### config.mk
export PLATFORM = sky130hd
export DESIGN_NAME = chunked_add_sub_flat
export DESIGN_NICKNAME = d
export VERILOG_FILES = /design/src/rtl/chunked_add_sub_if.sv /design/src/rtl/chunked_add_sub.sv /design/src/flat_wrapper.sv
export SDC_FILE = /design/constraint.sdc
export NUM_CORES = 1
export LEC_CHECK = 0
export ABC_AREA = 0
export CORE_MARGIN = 4
export CORE_UTILIZATION = 40
export DETAILED_ROUTE_END_ITERATION = 16
export PLACE_DENSITY = 0.69
export SYNTH_ARGS = -nofsm -noshare
export SYNTH_HDL_FRONTEND = slang
export SYNTH_SLANG_ARGS = --single-unit
### constraint.sdc
create_clock -name clk -period 2.75 [get_ports clk]
set_clock_uncertainty 0.2 [all_clocks]
set_input_delay 0.275 -clock clk [delete_from_list [all_inputs] [get_ports clk]]
set_output_delay 0.275 -clock clk [all_outputs]
set_load 0.005 [all_outputs]
### src/rtl/chunked_add_sub_if.sv
// Operand/result bundle for the multi-cycle adder/subtractor.
// The controller drives the master side and the arithmetic unit sits on the slave side.
interface chunked_add_sub_if #(
  parameter int WIDTH = 16
);
  logic             start;
  logic             sub;
  logic [WIDTH-1:0] a;
  logic [WIDTH-1:0] b;
  logic             cin;
  logic             busy;
  logic             done;
  logic [WIDTH-1:0] sum;
  logic             cout;
  logic             ovf;

  modport master (
    output start, sub, a, b, cin,
    input  busy, done, sum, cout, ovf
  );

  modport slave (
    input  start, sub, a, b, cin,
    output busy, done, sum, cout, ovf
  );
endinterface

### src/rtl/chunked_add_sub.sv
// Multi-cycle WIDTH-bit adder/subtractor that ripples CHUNK bits per clock, LSB chunk first.
// Results are registered and held until the next operation completes.
module chunked_add_sub #(
  parameter int WIDTH = 16,
  parameter int CHUNK = 4
) (
  input  logic             clk,
  input  logic             rst,
  chunked_add_sub_if.slave bus,
  output logic             state_dbg
);

  localparam int NCHUNK = WIDTH / CHUNK;
  localparam int CW     = (NCHUNK > 1) ? $clog2(NCHUNK) : 1;
  localparam logic [CW-1:0] LAST_CHUNK = CW'(NCHUNK - 1);

  typedef enum logic {
    IDLE = 1'b0,
    RUN  = 1'b1
  } state_t;

  // Handshake: start is honoured only while IDLE (busy=0); operands, sub and
  // cin are captured on that same edge. busy stays high for NCHUNK cycles,
  // then done pulses for one cycle with sum/cout/ovf already valid. A start
  // presented in the done cycle is accepted; a start during busy is dropped.

  state_t          state;
  state_t          state_next;
  logic [CW-1:0]   cnt;
  logic            last;
  logic            load;
  logic            step;
  logic            finish;

  // acc_r starts as operand A; each step shifts out the consumed chunk and
  // shifts in the corresponding result chunk at the top, so after the last
  // step it holds the complete sum.
  logic [WIDTH-1:0] acc_r;
  logic [WIDTH-1:0] b_r;
  logic             carry_r;
  logic [WIDTH-1:0] acc_next;
  logic [WIDTH-1:0] b_next;
  logic [CHUNK:0]   chunk_add;
  logic             carry_into_msb;

  logic [WIDTH-1:0] sum_r;
  logic             cout_r;
  logic             ovf_r;
  logic             done_r;

  assign last = (cnt == LAST_CHUNK);

  // One CHUNK-wide ripple add per cycle on the low chunk of the shift registers.
  assign chunk_add = {1'b0, acc_r[CHUNK-1:0]}
                   + {1'b0, b_r[CHUNK-1:0]}
                   + {{CHUNK{1'b0}}, carry_r};

  // Only meaningful on the last step, where the low chunk is the operand MSB chunk.
  assign carry_into_msb = acc_r[CHUNK-1] ^ b_r[CHUNK-1] ^ chunk_add[CHUNK-1];

  generate
    if (NCHUNK > 1) begin : g_multi
      assign acc_next = {chunk_add[CHUNK-1:0], acc_r[WIDTH-1:CHUNK]};
      assign b_next   = {{CHUNK{1'b0}}, b_r[WIDTH-1:CHUNK]};
    end else begin : g_single
      assign acc_next = chunk_add[CHUNK-1:0];
      assign b_next   = b_r;
    end
  endgenerate

  always_ff @(posedge clk) begin
    if (rst) begin
      state <= IDLE;
    end else begin
      state <= state_next;
    end
  end

  always_comb begin
    state_next = state;
    load       = 1'b0;
    step       = 1'b0;
    finish     = 1'b0;
    case (state)
      IDLE: begin
        if (bus.start) begin
          load       = 1'b1;
          state_next = RUN;
        end
      end
      RUN: begin
        step = 1'b1;
        if (last) begin
          finish     = 1'b1;
          state_next = IDLE;
        end
      end
      default: state_next = IDLE;
    endcase
  end

  always_ff @(posedge clk) begin
    if (rst) begin
      cnt     <= '0;
      acc_r   <= '0;
      b_r     <= '0;
      carry_r <= 1'b0;
      sum_r   <= '0;
      cout_r  <= 1'b0;
      ovf_r   <= 1'b0;
      done_r  <= 1'b0;
    end else begin
      done_r <= 1'b0;
      if (load) begin
        // Subtract is A + ~B + !cin; the carry register absorbs the inversion of cin.
        acc_r   <= bus.a;
        b_r     <= bus.sub ? ~bus.b : bus.b;
        carry_r <= bus.cin ^ bus.sub;
        cnt     <= '0;
      end else if (step) begin
        acc_r   <= acc_next;
        b_r     <= b_next;
        carry_r <= chunk_add[CHUNK];
        if (finish) begin
          cnt    <= '0;
          sum_r  <= acc_next;
          cout_r <= chunk_add[CHUNK];
          ovf_r  <= carry_into_msb ^ chunk_add[CHUNK];
          done_r <= 1'b1;
        end else begin
          cnt <= cnt + 1'b1;
        end
      end
    end
  end

  assign bus.busy = (state == RUN);
  assign bus.done = done_r;
  assign bus.sum  = sum_r;
  assign bus.cout = cout_r;
  assign bus.ovf  = ovf_r;
  assign state_dbg = state;

endmodule

### src/flat_wrapper.sv
// flat-port wrapper written by rule: the top's interface ports become plain ports
module chunked_add_sub_flat 
#(
  parameter int WIDTH = 16,
  parameter int CHUNK = 4
)
  (clk, rst, state_dbg, bus_start, bus_sub, bus_a, bus_b, bus_cin, bus_busy, bus_done, bus_sum, bus_cout, bus_ovf);
  chunked_add_sub_if #(.WIDTH(WIDTH)) bus_i ();
  input  logic clk;
  input  logic rst;
  output logic state_dbg;
  input wire logic [$bits(bus_i.start)-1:0] bus_start;
  input wire logic [$bits(bus_i.sub)-1:0] bus_sub;
  input wire logic [$bits(bus_i.a)-1:0] bus_a;
  input wire logic [$bits(bus_i.b)-1:0] bus_b;
  input wire logic [$bits(bus_i.cin)-1:0] bus_cin;
  output wire logic [$bits(bus_i.busy)-1:0] bus_busy;
  output wire logic [$bits(bus_i.done)-1:0] bus_done;
  output wire logic [$bits(bus_i.sum)-1:0] bus_sum;
  output wire logic [$bits(bus_i.cout)-1:0] bus_cout;
  output wire logic [$bits(bus_i.ovf)-1:0] bus_ovf;
  assign bus_i.start = bus_start;
  assign bus_i.sub = bus_sub;
  assign bus_i.a = bus_a;
  assign bus_i.b = bus_b;
  assign bus_i.cin = bus_cin;
  assign bus_busy = bus_i.busy;
  assign bus_done = bus_i.done;
  assign bus_sum = bus_i.sum;
  assign bus_cout = bus_i.cout;
  assign bus_ovf = bus_i.ovf;
  chunked_add_sub #(.WIDTH(WIDTH), .CHUNK(CHUNK)) u_core (.clk(clk), .rst(rst), .bus(bus_i), .state_dbg(state_dbg));
endmodule
## Yosys cells after proc, flatten, opt, wreduce, memory -nomap -nowiden

Index checks and enable logic that the tools add are counted.

- Output and inout bits: 21
- Register bits: 55
- Bits of input ports: 37

- Reduce and logical (&&, ||, !) cells: 4
- Bitwise logic cells: 8
- Equal/unequal tests: 1
- Mux-type cells: 16
- $add $sub $neg: 3

Operator list:

| cell | count |
|---|---|
| $mux W16 | 5 |
| $not A16 Y16 | 1 |
| $mux W1 | 9 |
| $add A4 B4 Y5 | 1 |
| $add A5 B1 Y5 | 1 |
| $xor A1 B1 Y1 | 4 |
| $not A1 Y1 | 3 |
| $reduce_and A3 Y1 | 1 |
| $reduce_or A3 Y1 | 1 |
| $add A2 B1 Y2 const B | 1 |
| $eq A2 B2 Y1 const B | 1 |
| $mux W2 | 1 |
| $pmux W1 S2 | 1 |
| $reduce_bool A2 Y1 | 1 |
| $reduce_or A2 Y1 | 1 |

## Depth between registers and ports, before layout

Gate-level depths: netlist of run 1.

- Depth after elaboration: 4
- Mapped depth: 6
- Gate-level depth less buffers: 6

## Least setup slack after synthesis of run 1

OpenSTA, ideal clock, no wires.

- Path type: reg2reg
- Start point: register u_core.carry_r
- End point: register u_core.ovf_r (netlist: u_core.bus.ovf)
- Stages on the path, launching flop included: 7
- Path slack: 0.713 ns
- Arrival time: 1.716 ns
- Buffers on the path: 0
- Period minus slack after synthesis: 2.037 ns
- Path through: dfxtp_1 -> fa_1 -> fa_1 -> a21o_1 -> a21oi_1 -> xnor2_1 -> o21ai_0

- Word-level cells in the longest chain between the ends: 3

Ends and longest elaborated chain:

| what | RTL line | text |
|---|---|---|
| start: declaration | chunked_add_sub.sv:40 | `logic carry_r;` |
| start signal: assignment | chunked_add_sub.sv:118 | `carry_r <= bus.cin ^ bus.sub;` |
| start signal: assignment | chunked_add_sub.sv:123 | `carry_r <= chunk_add[CHUNK];` |
| $add A5 B1 Y5 * | chunked_add_sub.sv:56 | `+ {{CHUNK{1'b0}}, carry_r};` |
| $xor A1 B1 Y1 | chunked_add_sub.sv:59 | `assign carry_into_msb = acc_r[CHUNK-1] ^ b_r[CHUNK-1] ^ chunk_add[CHUNK-1];` |
| $xor A1 B1 Y1 * | chunked_add_sub.sv:128 | `ovf_r <= carry_into_msb ^ chunk_add[CHUNK];` |
| end signal: assignment | chunked_add_sub.sv:128 |  |
| end: declaration | chunked_add_sub.sv:48 | `logic ovf_r;` |

Every way passes the cells marked *; elsewhere a longest branch is shown, timed or not.
A chain may end at the register's enable or synchronous reset.

## Worst setup path after layout of run 1

Same ends and word-level chain as after synthesis.

==> reports/qor.csv, run 1 <==
stage,metric,value,unit
sta,worst setup slack after layout,0.576,ns
clock_network,count of buffers added by post-CTS timing repair for setup,0,
critical_path,type of the worst setup path,register to register,
final_layout,ratio of cells with drive above 1 in the final layout,0.0735,
synth,synthesized-area fraction occupied by adder cells,0.0365,
die,Core Region,5960,µm²
sta,slew at the pin closest to its max-slew limit,0.605,ns
power,combinational fraction of design power,0.166,
clock_network,cts hold-fix bufs,0,
clock_network,CTS tree,done,
synth,Post-Syn Area per Cell,9.36,µm²
global_routing,first-pass GRT wire length,8650,µm
critical_path,sort of element at the start of the critical path,register,
drt,drc violations,0,
critical_path,endpoint arrival time on the critical path,2.17,ns
final_layout,Register Area,1100,µm²
power,leakage dissipation,1.21,nW
sta,worst slew margin relative to its limit,0.596,
power,Power Dens Cells,498,nW/µm²
drt,mean routed wirelength per cell,13.5,µm
final_layout,Area growth syn-to-layout,26.3,%
critical_path,Reg-to-Reg End,u_core.bus.ovf,
min_path,worst hold endpoint,u_core.bus.sum[15],
sta,number of hold violations in the final report,0,
die,Std-Cell Rows,28,
clock_network,H-tree level count,2,
synth,Gate Count Post-Synth,264,
sta,RSZ-0062 raised after global routing,false,
synth,area share of and/or/nand/nor cells after synthesis,0.116,
clock_network,sink count of the clock tree,55,
min_path,type of the most critical hold path,register to register,
die,Die W,86.6,µm
global_routing,maximum number of pins on one net before global-route repair,31,
synth,multiplexer share of the synthesized area,0.0567,
synth,Post-Synthesis Net Count,307,
global_routing,residual overflow from global routing,0,
synth,Compound-Gate Fraction of Synth Area,0.213,
power,Sw Share,0.261,
clock_network,clock insertion delay at the later pin of the skew report,0.30,ns
sta,final setup violating endpoints,0,
power,switching power total,0.405,mW
power,sequential cell fraction of total power,0.559,
power,total power draw,1.55,mW
min_path,worst hold path stage count,2,
global_routing,antenna violations before repair,0,
synth,combinational family with the most area after synthesis,compound AO/OA/AOI/OAI gates,
drt,via count normalized by instance count,5.14,
min_path,Worst Min Path Start,u_core.bus.sum[15],
clock_network,Max Root-Sink Buffers,2,
drt,First-pass DRT Iterations,4,
synth,cell area after synthesis,2470,µm²
synth,sequential cell area fraction in the yosys report,0.446,
drt,Iter 0 DRT Violations,84,
clock_network,register clock-pin slew on the reported worst setup and hold paths,0.09,ns
critical_path,startpoint of the worst register-to-register path,u_core.carry_r,
sta,highest attainable clock frequency,0.460,GHz
global_routing,overall fraction of global-route tracks in use,0.143,
critical_path,r2r setup slk,0.58,ns
place,minimum setup slack after placement,0.602,ns
critical_path,Setup crit start,u_core.carry_r,
clock_network,clock root buffer,sky130_fd_sc_hd__clkbuf_8,
power,internal power summed over all cells,1.15,mW
global_routing,number of global-route vias before repair,1861,
drt,via count,1993,
drt,routed wire length,5220,µm
synth,number of warning messages in the yosys log,0,
critical_path,maximum fanout along the worst path,3,
sta,shortest clock period the worst path allows after layout,2.17,ns
critical_path,type of destination of the critical path,register,
final_layout,Fillers,575,
die,die height,86.6,µm
die,Initial Util,0.415,
place,Detail Placement HPWL,3800,µm
place,I/O Buffers,57,
place,final weighted congestion in routability-driven placement,0.761,
clock_network,clock buffers created by TritonCTS,5,
power,clock power share,0.275,
critical_path,critical path required time,2.75,ns
die,Die Outline Area,7500,µm²
die,total I/O pin count,58,
sta,final setup TNS,0,ns
critical_path,worst reg2reg path depth,6,
drt,number of nets with antenna violations after routing,0,
synth,xor and xnor fraction of the mapped netlist area,0.0709,
synth,number of distinct library cells after synthesis,28,
final_layout,Total Nets Final,355,
final_layout,area occupied by multi-input gates,1220,µm²
final_layout,Diodes inserted,0,
synth,flip-flop and latch count after synthesis,55,
sta,Final Max Slew Viols,0,
flow_run,Maximum Capacitance Violations,0,
sta,post-route clock period utilization,0.790,
clock_network,count of instances resized after the clock tree is built,0,
power,maximum vdd ir drop,239,µV
outcome,run status,"complete, no violations",
-- area by class of cell --
class                      instances  area share
inverter                           1     0.00120
clock inverter                     2     0.00401
tap                               75      0.0301
clock buffer                       6      0.0233
timing repair buffer              64       0.198
multi-input combinational        185       0.390
sequential                        55       0.353
-- layer usage --
metal  part of all wire  GRT usage  vias to the layer above  routed length, µm
met1               0.45      0.191                      943               2360
met4             0.0098     0.0425                        0                 51
met2               0.49      0.235                       41               2570
met3              0.046     0.0266                        4                239
li1                   -          -                     1005                  -
met5                  0          0                        -                  0
-- metrics by stage --
step / instances / utilization / area, µm² / hold WS [ns]
2_1_floorplan: 264 / - / 2470 / 0.249
3_3_place_gp: 380 / 0.510 / 3040 / 0.244
3_5_place_dp: 380 / 0.510 / 3040 / 0.244
4_1_cts: 388 / 0.524 / 3120 / 0.266
5_1_grt: 388 / 0.524 / 3120 / 0.290
6_report: 388 / 0.524 / 3120 / 0.257
-- power groups by stage --
stage | logic (mW) | registers [mW] | clock network [mW]
6_report | 0.258 | 0.868 | 0.427
5_1_grt | 0.291 | 0.874 | 0.466
4_1_cts | 0.260 | 0.868 | 0.438
3_5_place_dp | 0.259 | 0.887 | 0
3_3_place_gp | 0.255 | 0.887 | 0
2_1_floorplan | 0.184 | 0.873 | 0
-- synthesized netlist by cell type --
master / instances / area [µm²]
sky130_fd_sc_hd__nor2_1: 60 / 225
sky130_fd_sc_hd__dfxtp_1: 55 / 1100
sky130_fd_sc_hd__a21oi_1: 31 / 155
sky130_fd_sc_hd__xnor2_1: 19 / 166
sky130_fd_sc_hd__a211oi_1: 16 / 120
sky130_fd_sc_hd__a22o_1: 14 / 123
sky130_fd_sc_hd__mux2i_1: 14 / 140
sky130_fd_sc_hd__buf_2: 10 / 50.1
sky130_fd_sc_hd__buf_4: 5 / 37.5
sky130_fd_sc_hd__nand2_1: 5 / 18.8
sky130_fd_sc_hd__a2111oi_2: 4 / 60.1
sky130_fd_sc_hd__clkbuf_1: 4 / 15.0
sky130_fd_sc_hd__ha_1: 4 / 50.1
sky130_fd_sc_hd__o21ai_0: 4 / 20.0
sky130_fd_sc_hd__a21o_1: 2 / 15.0
sky130_fd_sc_hd__buf_6: 2 / 22.5
sky130_fd_sc_hd__fa_1: 2 / 40.0
sky130_fd_sc_hd__nor2b_1: 2 / 12.5
sky130_fd_sc_hd__nor3b_1: 2 / 15.0
sky130_fd_sc_hd__a211o_1: 1 / 8.76
sky130_fd_sc_hd__a21oi_4: 1 / 16.3
sky130_fd_sc_hd__buf_1: 1 / 3.75
sky130_fd_sc_hd__buf_12: 1 / 20.0
sky130_fd_sc_hd__inv_2: 1 / 3.75
sky130_fd_sc_hd__nand2b_1: 1 / 6.26
sky130_fd_sc_hd__o21a_1: 1 / 7.51
sky130_fd_sc_hd__or2_4: 1 / 8.76
sky130_fd_sc_hd__xor2_1: 1 / 8.76
-- logic make-up after synthesis --
family          count (synthesis)
compound gates                 74
simple gates                   71
flops                          55
buf+inv                        24
xor+xnor                       20
mux                            14
fa+ha+maj                       6
-- worst max-delay path: stages, from the launching register on --
cell                      delay, ns
sky130_fd_sc_hd__dfxtp_1       0.34
sky130_fd_sc_hd__fa_1          0.47
sky130_fd_sc_hd__fa_1          0.41
sky130_fd_sc_hd__a21o_1        0.17
sky130_fd_sc_hd__a21oi_1       0.25
sky130_fd_sc_hd__xnor2_1       0.15
sky130_fd_sc_hd__o21ai_0       0.08
-- sequential cells by signal (all words and copies together) (netlist names) --
name,count
u_core.acc_r,16
u_core.b_r,16
u_core.bus.busy,1
u_core.bus.cout,1
u_core.bus.done,1
u_core.bus.ovf,1
u_core.bus.sum,16
u_core.carry_r,1
u_core.cnt,2
-- how the worst max path moves through the flow --
stage	cells after the start	to	slack (ns)
global placement	6	u_core.bus.ovf	0.63
global route	6	u_core.bus.ovf	0.45
CTS	6	u_core.bus.ovf	0.58
floorplan	6	u_core.bus.ovf	0.71
finish	6	u_core.bus.ovf	0.58
detailed placement	6	u_core.bus.ovf	0.60
-- cells in the final DEF (no fill, tap or decap) --
cell	netlist	final
sky130_fd_sc_hd__xor2_1	1	1
sky130_fd_sc_hd__a2111oi_2	4	4
sky130_fd_sc_hd__o21ai_0	4	4
sky130_fd_sc_hd__nor3b_1	2	2
sky130_fd_sc_hd__mux2i_1	14	14
sky130_fd_sc_hd__nand2_1	5	5
sky130_fd_sc_hd__a21oi_1	31	31
sky130_fd_sc_hd__clkinv_2	0	1
sky130_fd_sc_hd__nor2_1	60	60
sky130_fd_sc_hd__clkbuf_8	0	5
sky130_fd_sc_hd__buf_2	10	1
sky130_fd_sc_hd__ha_1	4	4
sky130_fd_sc_hd__or2_4	1	1
sky130_fd_sc_hd__clkinvlp_4	0	1
sky130_fd_sc_hd__fa_1	2	2
sky130_fd_sc_hd__a211o_1	1	1
sky130_fd_sc_hd__a21o_1	2	2
sky130_fd_sc_hd__clkbuf_1	4	1
sky130_fd_sc_hd__o21a_1	1	1
sky130_fd_sc_hd__dfxtp_2	0	1
sky130_fd_sc_hd__buf_4	5	7
sky130_fd_sc_hd__xnor2_1	19	19
sky130_fd_sc_hd__clkdlybuf4s50_1	0	56
sky130_fd_sc_hd__nand2b_1	1	1
sky130_fd_sc_hd__a22o_1	14	14
sky130_fd_sc_hd__a21oi_4	1	1
sky130_fd_sc_hd__a211oi_1	16	16
sky130_fd_sc_hd__nor2b_1	2	2
sky130_fd_sc_hd__dfxtp_1	55	54
sky130_fd_sc_hd__inv_2	1	1
Power figures use the tool's default switching activity.
==> run 2, diff against run 1 <==
clock period = 2.1 ns   (was 2.75 ns; I/O delays follow)
==> run 2 against run 1 <==
Sequential cell count unchanged; combinational power up 36%; power up 48%; final area up 3.0%; sequential share of layout area down 1.0 points; highest routed layer unchanged.
==> reports/qor.csv, run 2 (synthesized netlist as in run 1, its figures left out) <==
stage,metric,value,unit,change
global_routing,overall fraction of global-route tracks in use,0.139,,-0.00349
critical_path,family of cells with the greatest summed delay on the critical path,adder cells,,
critical_path,type of destination of the critical path,register,,
sta,shortest clock period the worst path allows after layout,2.00,ns,-0.171 ns
final_layout,"non-filler cells, final",391,,+0.77%
final_layout,highest-count cells in the layout ignoring fill and taps,"sky130_fd_sc_hd__nor2_1 (60), sky130_fd_sc_hd__clkdlybuf4s50_1 (56), sky130_fd_sc_hd__dfxtp_1 (54), sky130_fd_sc_hd__a21oi_1 (30), sky130_fd_sc_hd__xnor2_1 (19)",,
drt,via count,1946,,-2.4%
power,leakage dissipation,1.25,nW,+3.5%
critical_path,critical path required time,2.10,ns,-0.65 ns
power,clock power share,0.354,,+0.079
power,Sw Share,0.237,,-0.0239
critical_path,endpoint arrival time on the critical path,2.00,ns,-0.17 ns
place,placed cell areas,3070,µm²,+1.2%
final_layout,ratio of cells with drive above 1 in the final layout,0.0918,,+0.0183
final_layout,area occupied by multi-input gates,1220,µm²,+0.51%
global_routing,residual overflow from global routing,0,,unchanged
global_routing,antenna violations before repair,0,,unchanged
sta,number of hold violations in the final report,0,,unchanged
drt,Iter 0 DRT Violations,95,,+13%
sta,final setup TNS,0,ns,unchanged
place,I/O Buffers,57,,unchanged
final_layout,Fillers,575,,unchanged
clock_network,clock root buffer,sky130_fd_sc_hd__clkbuf_8,,
place,Detail Placement HPWL,3790,µm,-0.22%
critical_path,cell chain of the critical path,"fa_2, fa_1, a21o_1, a21oi_2, xnor2_1, o21ai_0",,
clock_network,sink count of the clock tree,55,,unchanged
drt,First-pass DRT Iterations,4,,unchanged
drt,via count normalized by instance count,4.98,,-3.1%
global_routing,number of global-route vias before repair,1788,,-3.9%
sta,post-route clock period utilization,0.954,,+0.163
power,sequential cell fraction of total power,0.494,,-0.065
critical_path,"slowest stage cell, crit path",sky130_fd_sc_hd__fa_2,,
power,maximum vdd ir drop,435,µV,+82%
die,Std-Cell Rows,28,,unchanged
power,switching power total,0.544,mW,+34%
clock_network,Max Root-Sink Buffers,2,,unchanged
sta,Final Max Slew Viols,0,,unchanged
drt,number of nets with antenna violations after routing,0,,unchanged
die,Die Outline Area,7500,µm²,unchanged
flow_run,Maximum Capacitance Violations,0,,unchanged
final_layout,Final Cell Area,3210,µm²,+3.0%
clock_network,H-tree level count,2,,unchanged
clock_network,CTS tree,done,,
die,total I/O pin count,58,,unchanged
clock_network,clock insertion delay at the later pin of the skew report,0.30,ns,about the same
critical_path,"Largest stage delay, worst path",0.42,ns,-0.05 ns
critical_path,number of buffer and inverter stages on the critical path,0,,unchanged
power,Power Dens Cells,715,nW/µm²,+44%
die,Initial Util,0.415,,unchanged
final_layout,Diodes inserted,0,,unchanged
min_path,type of the most critical hold path,register to register,,
global_routing,maximum number of pins on one net before global-route repair,30,,-3.2%
critical_path,sort of element at the start of the critical path,register,,
sta,final setup violating endpoints,0,,unchanged
die,Die W,86.6,µm,unchanged
power,combinational fraction of design power,0.152,,-0.014
drt,routed wire length,5150,µm,-1.3%
die,die height,86.6,µm,unchanged
final_layout,Area growth syn-to-layout,30.0,%,
place,dpl cells,383,,+0.79%
final_layout,Register Area,1100,µm²,unchanged
place,final weighted congestion in routability-driven placement,0.784,,+3.0%
sta,slew at the pin closest to its max-slew limit,0.501,ns,-0.104 ns
drt,mean routed wirelength per cell,13.2,µm,-2.1%
clock_network,clock buffers created by TritonCTS,5,,unchanged
global_routing,first-pass GRT wire length,8390,µm,-3.0%
final_layout,Total Nets Final,358,,+0.85%
drt,drc violations,0,,unchanged
die,Core Region,5960,µm²,unchanged
power,internal power summed over all cells,1.75,mW,+53%
final_layout,"most common cell after layout, fill and taps aside",sky130_fd_sc_hd__nor2_1,,
clock_network,register clock-pin slew on the reported worst setup and hold paths,0.09,ns,about the same
critical_path,type of the worst setup path,register to register,,
outcome,run status,"complete, no violations",,
critical_path,maximum fanout along the worst path,3,,unchanged
sta,highest attainable clock frequency,0.499,GHz,+8.5%
sta,worst slew margin relative to its limit,0.665,,+0.0689
[run 2: cell types whose count changed in the layout (fill, tap and decap cells not counted)]
cell                        change
sky130_fd_sc_hd__a21oi_1        -1
sky130_fd_sc_hd__a21oi_2        +1
sky130_fd_sc_hd__buf_12         +1
sky130_fd_sc_hd__buf_4          +2
sky130_fd_sc_hd__bufinv_16      +2
sky130_fd_sc_hd__clkbuf_1       -1
sky130_fd_sc_hd__clkinv_2       -1
sky130_fd_sc_hd__fa_1           -1
sky130_fd_sc_hd__fa_2           +1
[run 2: layout make-up]
type / instances / share of cell area
tap: 75 / 0.0292
timing repair buffer: 67 / 0.203
inverter: 1 / 0.00117
multi-input combinational: 185 / 0.381
sequential: 55 / 0.343
clock buffer: 5 / 0.0214
clock inverter: 3 / 0.0210
[run 2: routing by layer]
metal,vias up,share of wire,track usage
met4,0,0.0054,0.0382
met5,-,0,0
li1,1011,-,-
met1,895,0.46,0.190
met2,38,0.49,0.223
met3,2,0.043,0.0304
[run 2: path summary, 6_finish.rpt]
path,cells past startpoint,slack (ns),startpoint,endpoint
setup / recovery,6,0.1,u_core.carry_r,u_core.bus.ovf
hold / removal,2,0.27,u_core.bus.sum[15],u_core.bus.sum[15]
setup reg to reg,6,0.1,u_core.carry_r,u_core.bus.ovf
hold reg to reg,2,0.27,u_core.bus.sum[15],u_core.bus.sum[15]
[run 2: power groups by stage]
stage | Combinational, mW | Clock (mW) | Sequential [mW]
after floorplan | 0.241 | 0 | 1.14
after global placement | 0.344 | 0 | 1.16
after detailed placement | 0.348 | 0 | 1.16
after CTS | 0.351 | 0.828 | 1.13
after global routing | 0.392 | 0.872 | 1.14
final | 0.350 | 0.814 | 1.13
[run 2: what timing repair did]
| action | 4_1_cts | 5_1_grt |
|---|---|---|
| setup endpoints to repair | 2 | 2 |
| hold buffers | 0 | 0 |
| setup buffers | 0 | 0 |
| pin swaps | 0 | 1 |
| gates resized for setup | 1 | 1 |
| hold endpoints to repair | 0 | 0 |
[run 2: tightest hold or removal path, delay by kind of cell (launching register included)]
kind | cells | cell delay, ns
DFF | 1 | 0.34
and+or+nand+nor | 1 | 0.04
AOI/OAI and AO/OA | 1 | 0.06
[run 2: through the flow]
stage	setup WS (ns)	power, mW	hold WS, ns	utilization
after global routing	-0.00649	2.41	0.304	0.539
after CTS	0.0261	2.31	0.290	0.539
final	0.0973	2.30	0.274	0.539
after global placement	0.00213	1.50	0.240	0.516
after floorplan	0.0630	1.38	0.239	-
after detailed placement	0.00257	1.51	0.267	0.516
==> run 3, diff against run 2 <==
MAX_ROUTING_LAYER = met4   (was unset)
==> run 3 against run 2 <==
Power about the same; worst hold slack about the same; final area unchanged; clock-buffer cell count unchanged; combinational power about the same; core utilization unchanged; sequential power about the same; sequential cell count unchanged; clock power about the same; register-to-register slack about the same; global-route usage up 0.41 points; critical endpoint unchanged; largest cell class unchanged; largest power group unchanged; highest routed layer unchanged.
==> reports/qor.csv, run 3 (synthesized netlist as in run 1, its figures left out) <==
stage,metric,value,unit,change
drt,number of nets with antenna violations after routing,0,,unchanged
sta,shortest clock period the worst path allows after layout,2.00,ns,+0.000865 ns
global_routing,residual overflow from global routing,0,,unchanged
sta,hold slack final,0.274,ns,-0.00000200 ns
die,die height,86.6,µm,unchanged
critical_path,critical path required time,2.10,ns,about the same
power,Power Dens Cells,715,nW/µm²,about the same
critical_path,startpoint of the worst register-to-register path,u_core.carry_r,,
sta,final setup TNS,0,ns,unchanged
global_routing,first-pass GRT wire length,8380,µm,about the same
critical_path,type of the worst setup path,register to register,,
critical_path,Setup crit start,u_core.carry_r,,
drt,Detail Route met3 WL,207,µm,-5.9%
critical_path,cell chain of the critical path,"fa_2, fa_1, a21o_1, a21oi_2, xnor2_1, o21ai_0",,
critical_path,"Largest stage delay, worst path",0.42,ns,about the same
die,Die Outline Area,7500,µm²,unchanged
clock_network,H-tree level count,2,,unchanged
final_layout,ratio of cells with drive above 1 in the final layout,0.0918,,unchanged
critical_path,endpoint arrival time on the critical path,2.00,ns,about the same
final_layout,highest-count cells in the layout ignoring fill and taps,"sky130_fd_sc_hd__nor2_1 (60), sky130_fd_sc_hd__clkdlybuf4s50_1 (56), sky130_fd_sc_hd__dfxtp_1 (54), sky130_fd_sc_hd__a21oi_1 (30), sky130_fd_sc_hd__xnor2_1 (19)",,
critical_path,maximum fanout along the worst path,3,,unchanged
power,clock power share,0.355,,about the same
drt,routed wire length,5130,µm,-0.39%
die,Die W,86.6,µm,unchanged
drt,via count normalized by instance count,4.94,,-0.77%
die,total I/O pin count,58,,unchanged
drt,via count,1931,,-0.77%
global_routing,antenna violations before repair,0,,unchanged
sta,post-route clock period utilization,0.954,,about the same
global_routing,overall fraction of global-route tracks in use,0.143,,+0.00407
final_layout,Total Nets Final,358,,unchanged
drt,Top Layer Used,met4,,
flow_run,Maximum Capacitance Violations,0,,unchanged
final_layout,Area growth syn-to-layout,30.0,%,unchanged
critical_path,"slowest stage cell, crit path",sky130_fd_sc_hd__fa_2,,
critical_path,type of destination of the critical path,register,,
min_path,type of the most critical hold path,register to register,,
clock_network,sink count of the clock tree,55,,unchanged
min_path,worst hold path stage count,2,,unchanged
drt,First-pass DRT Iterations,4,,unchanged
drt,wire length on met1,2390,µm,+0.17%
drt,met2 layer wire length in the routed design,2470,µm,-1.9%
final_layout,"most common cell after layout, fill and taps aside",sky130_fd_sc_hd__nor2_1,,
power,switching power total,0.546,mW,+0.29%
final_layout,"non-filler cells, final",391,,unchanged
power,Sw Share,0.237,,+0.000551
outcome,run status,"complete, no violations",,
power,maximum vdd ir drop,436,µV,about the same
clock_network,clock insertion delay at the later pin of the skew report,0.30,ns,about the same
sta,Final Max Slew Viols,0,,unchanged
drt,mean routed wirelength per cell,13.1,µm,-0.39%
die,Initial Util,0.415,,unchanged
power,combinational fraction of design power,0.152,,about the same
global_routing,number of global-route vias before repair,1788,,unchanged
clock_network,register clock-pin slew on the reported worst setup and hold paths,0.09,ns,about the same
clock_network,clock buffers created by TritonCTS,5,,unchanged
drt,drc violations,0,,unchanged
clock_network,CTS tree,done,,
die,Core Region,5960,µm²,unchanged
power,sequential cell fraction of total power,0.493,,about the same
sta,slew at the pin closest to its max-slew limit,0.505,ns,+0.00387 ns
place,I/O Buffers,57,,unchanged
clock_network,clock root buffer,sky130_fd_sc_hd__clkbuf_8,,
place,dpl cells,383,,unchanged
sta,worst slew margin relative to its limit,0.663,,-0.00259
critical_path,sort of element at the start of the critical path,register,,
sta,highest attainable clock frequency,0.499,GHz,about the same
sta,number of hold violations in the final report,0,,unchanged
sta,final setup violating endpoints,0,,unchanged
critical_path,worst reg2reg path depth,6,,unchanged
min_path,Worst Min Path Start,u_core.bus.sum[15],,
die,Std-Cell Rows,28,,unchanged
global_routing,maximum number of pins on one net before global-route repair,30,,unchanged
place,final weighted congestion in routability-driven placement,0.795,,+1.4%
final_layout,Fillers,575,,unchanged
power,internal power summed over all cells,1.75,mW,about the same
clock_network,count of buffers added by post-CTS timing repair for setup,0,,unchanged
drt,Iter 0 DRT Violations,98,,+3.2%
final_layout,Diodes inserted,0,,unchanged
power,total power draw,2.30,mW,about the same
clock_network,cts hold-fix bufs,0,,unchanged
power,leakage dissipation,1.25,nW,unchanged
place,Detail Placement HPWL,3790,µm,unchanged
clock_network,Max Root-Sink Buffers,2,,unchanged
[run 3: cell counts in the layout (fill, tap and decap cells not counted)]
Identical to the previous run, type by type.
[run 3: worst paths after layout]
check	endpoint	slack [ns]
max	u_core.bus.ovf	0.1
min reg2reg	u_core.bus.sum[15]	0.27
max reg2reg	u_core.bus.ovf	0.1
min	u_core.bus.sum[15]	0.27
[run 3: final cells by class]
| type | instances | area (µm²) | area share |
|---|---|---|---|
| timing repair buffer | 67 | 653 | 0.203 |
| tap | 75 | 93.8 | 0.0292 |
| inverter | 1 | 3.75 | 0.00117 |
| multi-input combinational | 185 | 1220 | 0.381 |
| clock inverter | 3 | 67.6 | 0.0210 |
| clock buffer | 5 | 68.8 | 0.0214 |
| sequential | 55 | 1100 | 0.343 |
[run 3: repair_timing]
item                                    CTS  global route
gates resized for setup                   1             1
pin swaps                                 0             1
gates cloned                              0             0
endpoints found under the setup margin    2             2
[run 3: critical path: cells and delay by family (launching register included)]
kind / cells / cell delay [ns]
adders and majority gates: 2 / 0.82
xor gates and xnor gates: 1 / 0.13
AOI/OAI and AO/OA: 3 / 0.42
DFF: 1 / 0.34
[run 3: layer usage]
metal	up-vias	track usage
li1	1008	-
met1	884	0.190
met2	33	0.223
met3	6	0.0304
met4	0	0.0382
met5	-	-
[run 3: metrics by stage]
stage                     instance area, µm²  setup slack, ns   util
final                                   3210           0.0964  0.539
after floorplan                         2470           0.0630      -
after global routing                    3210          -0.0105  0.539
after CTS                               3210           0.0261  0.539
after global placement                  3070          0.00213  0.516
after detailed placement                3070          0.00257  0.516
[run 3: power groups by stage]
| stage | clock (mW) | combinational (mW) | sequential, mW |
|---|---|---|---|
| 2_1_floorplan | 0 | 0.241 | 1.14 |
| 3_5_place_dp | 0 | 0.348 | 1.16 |
| 5_1_grt | 0.872 | 0.392 | 1.14 |
| 6_report | 0.816 | 0.349 | 1.13 |
| 3_3_place_gp | 0 | 0.344 | 1.16 |
| 4_1_cts | 0.828 | 0.351 | 1.13 |
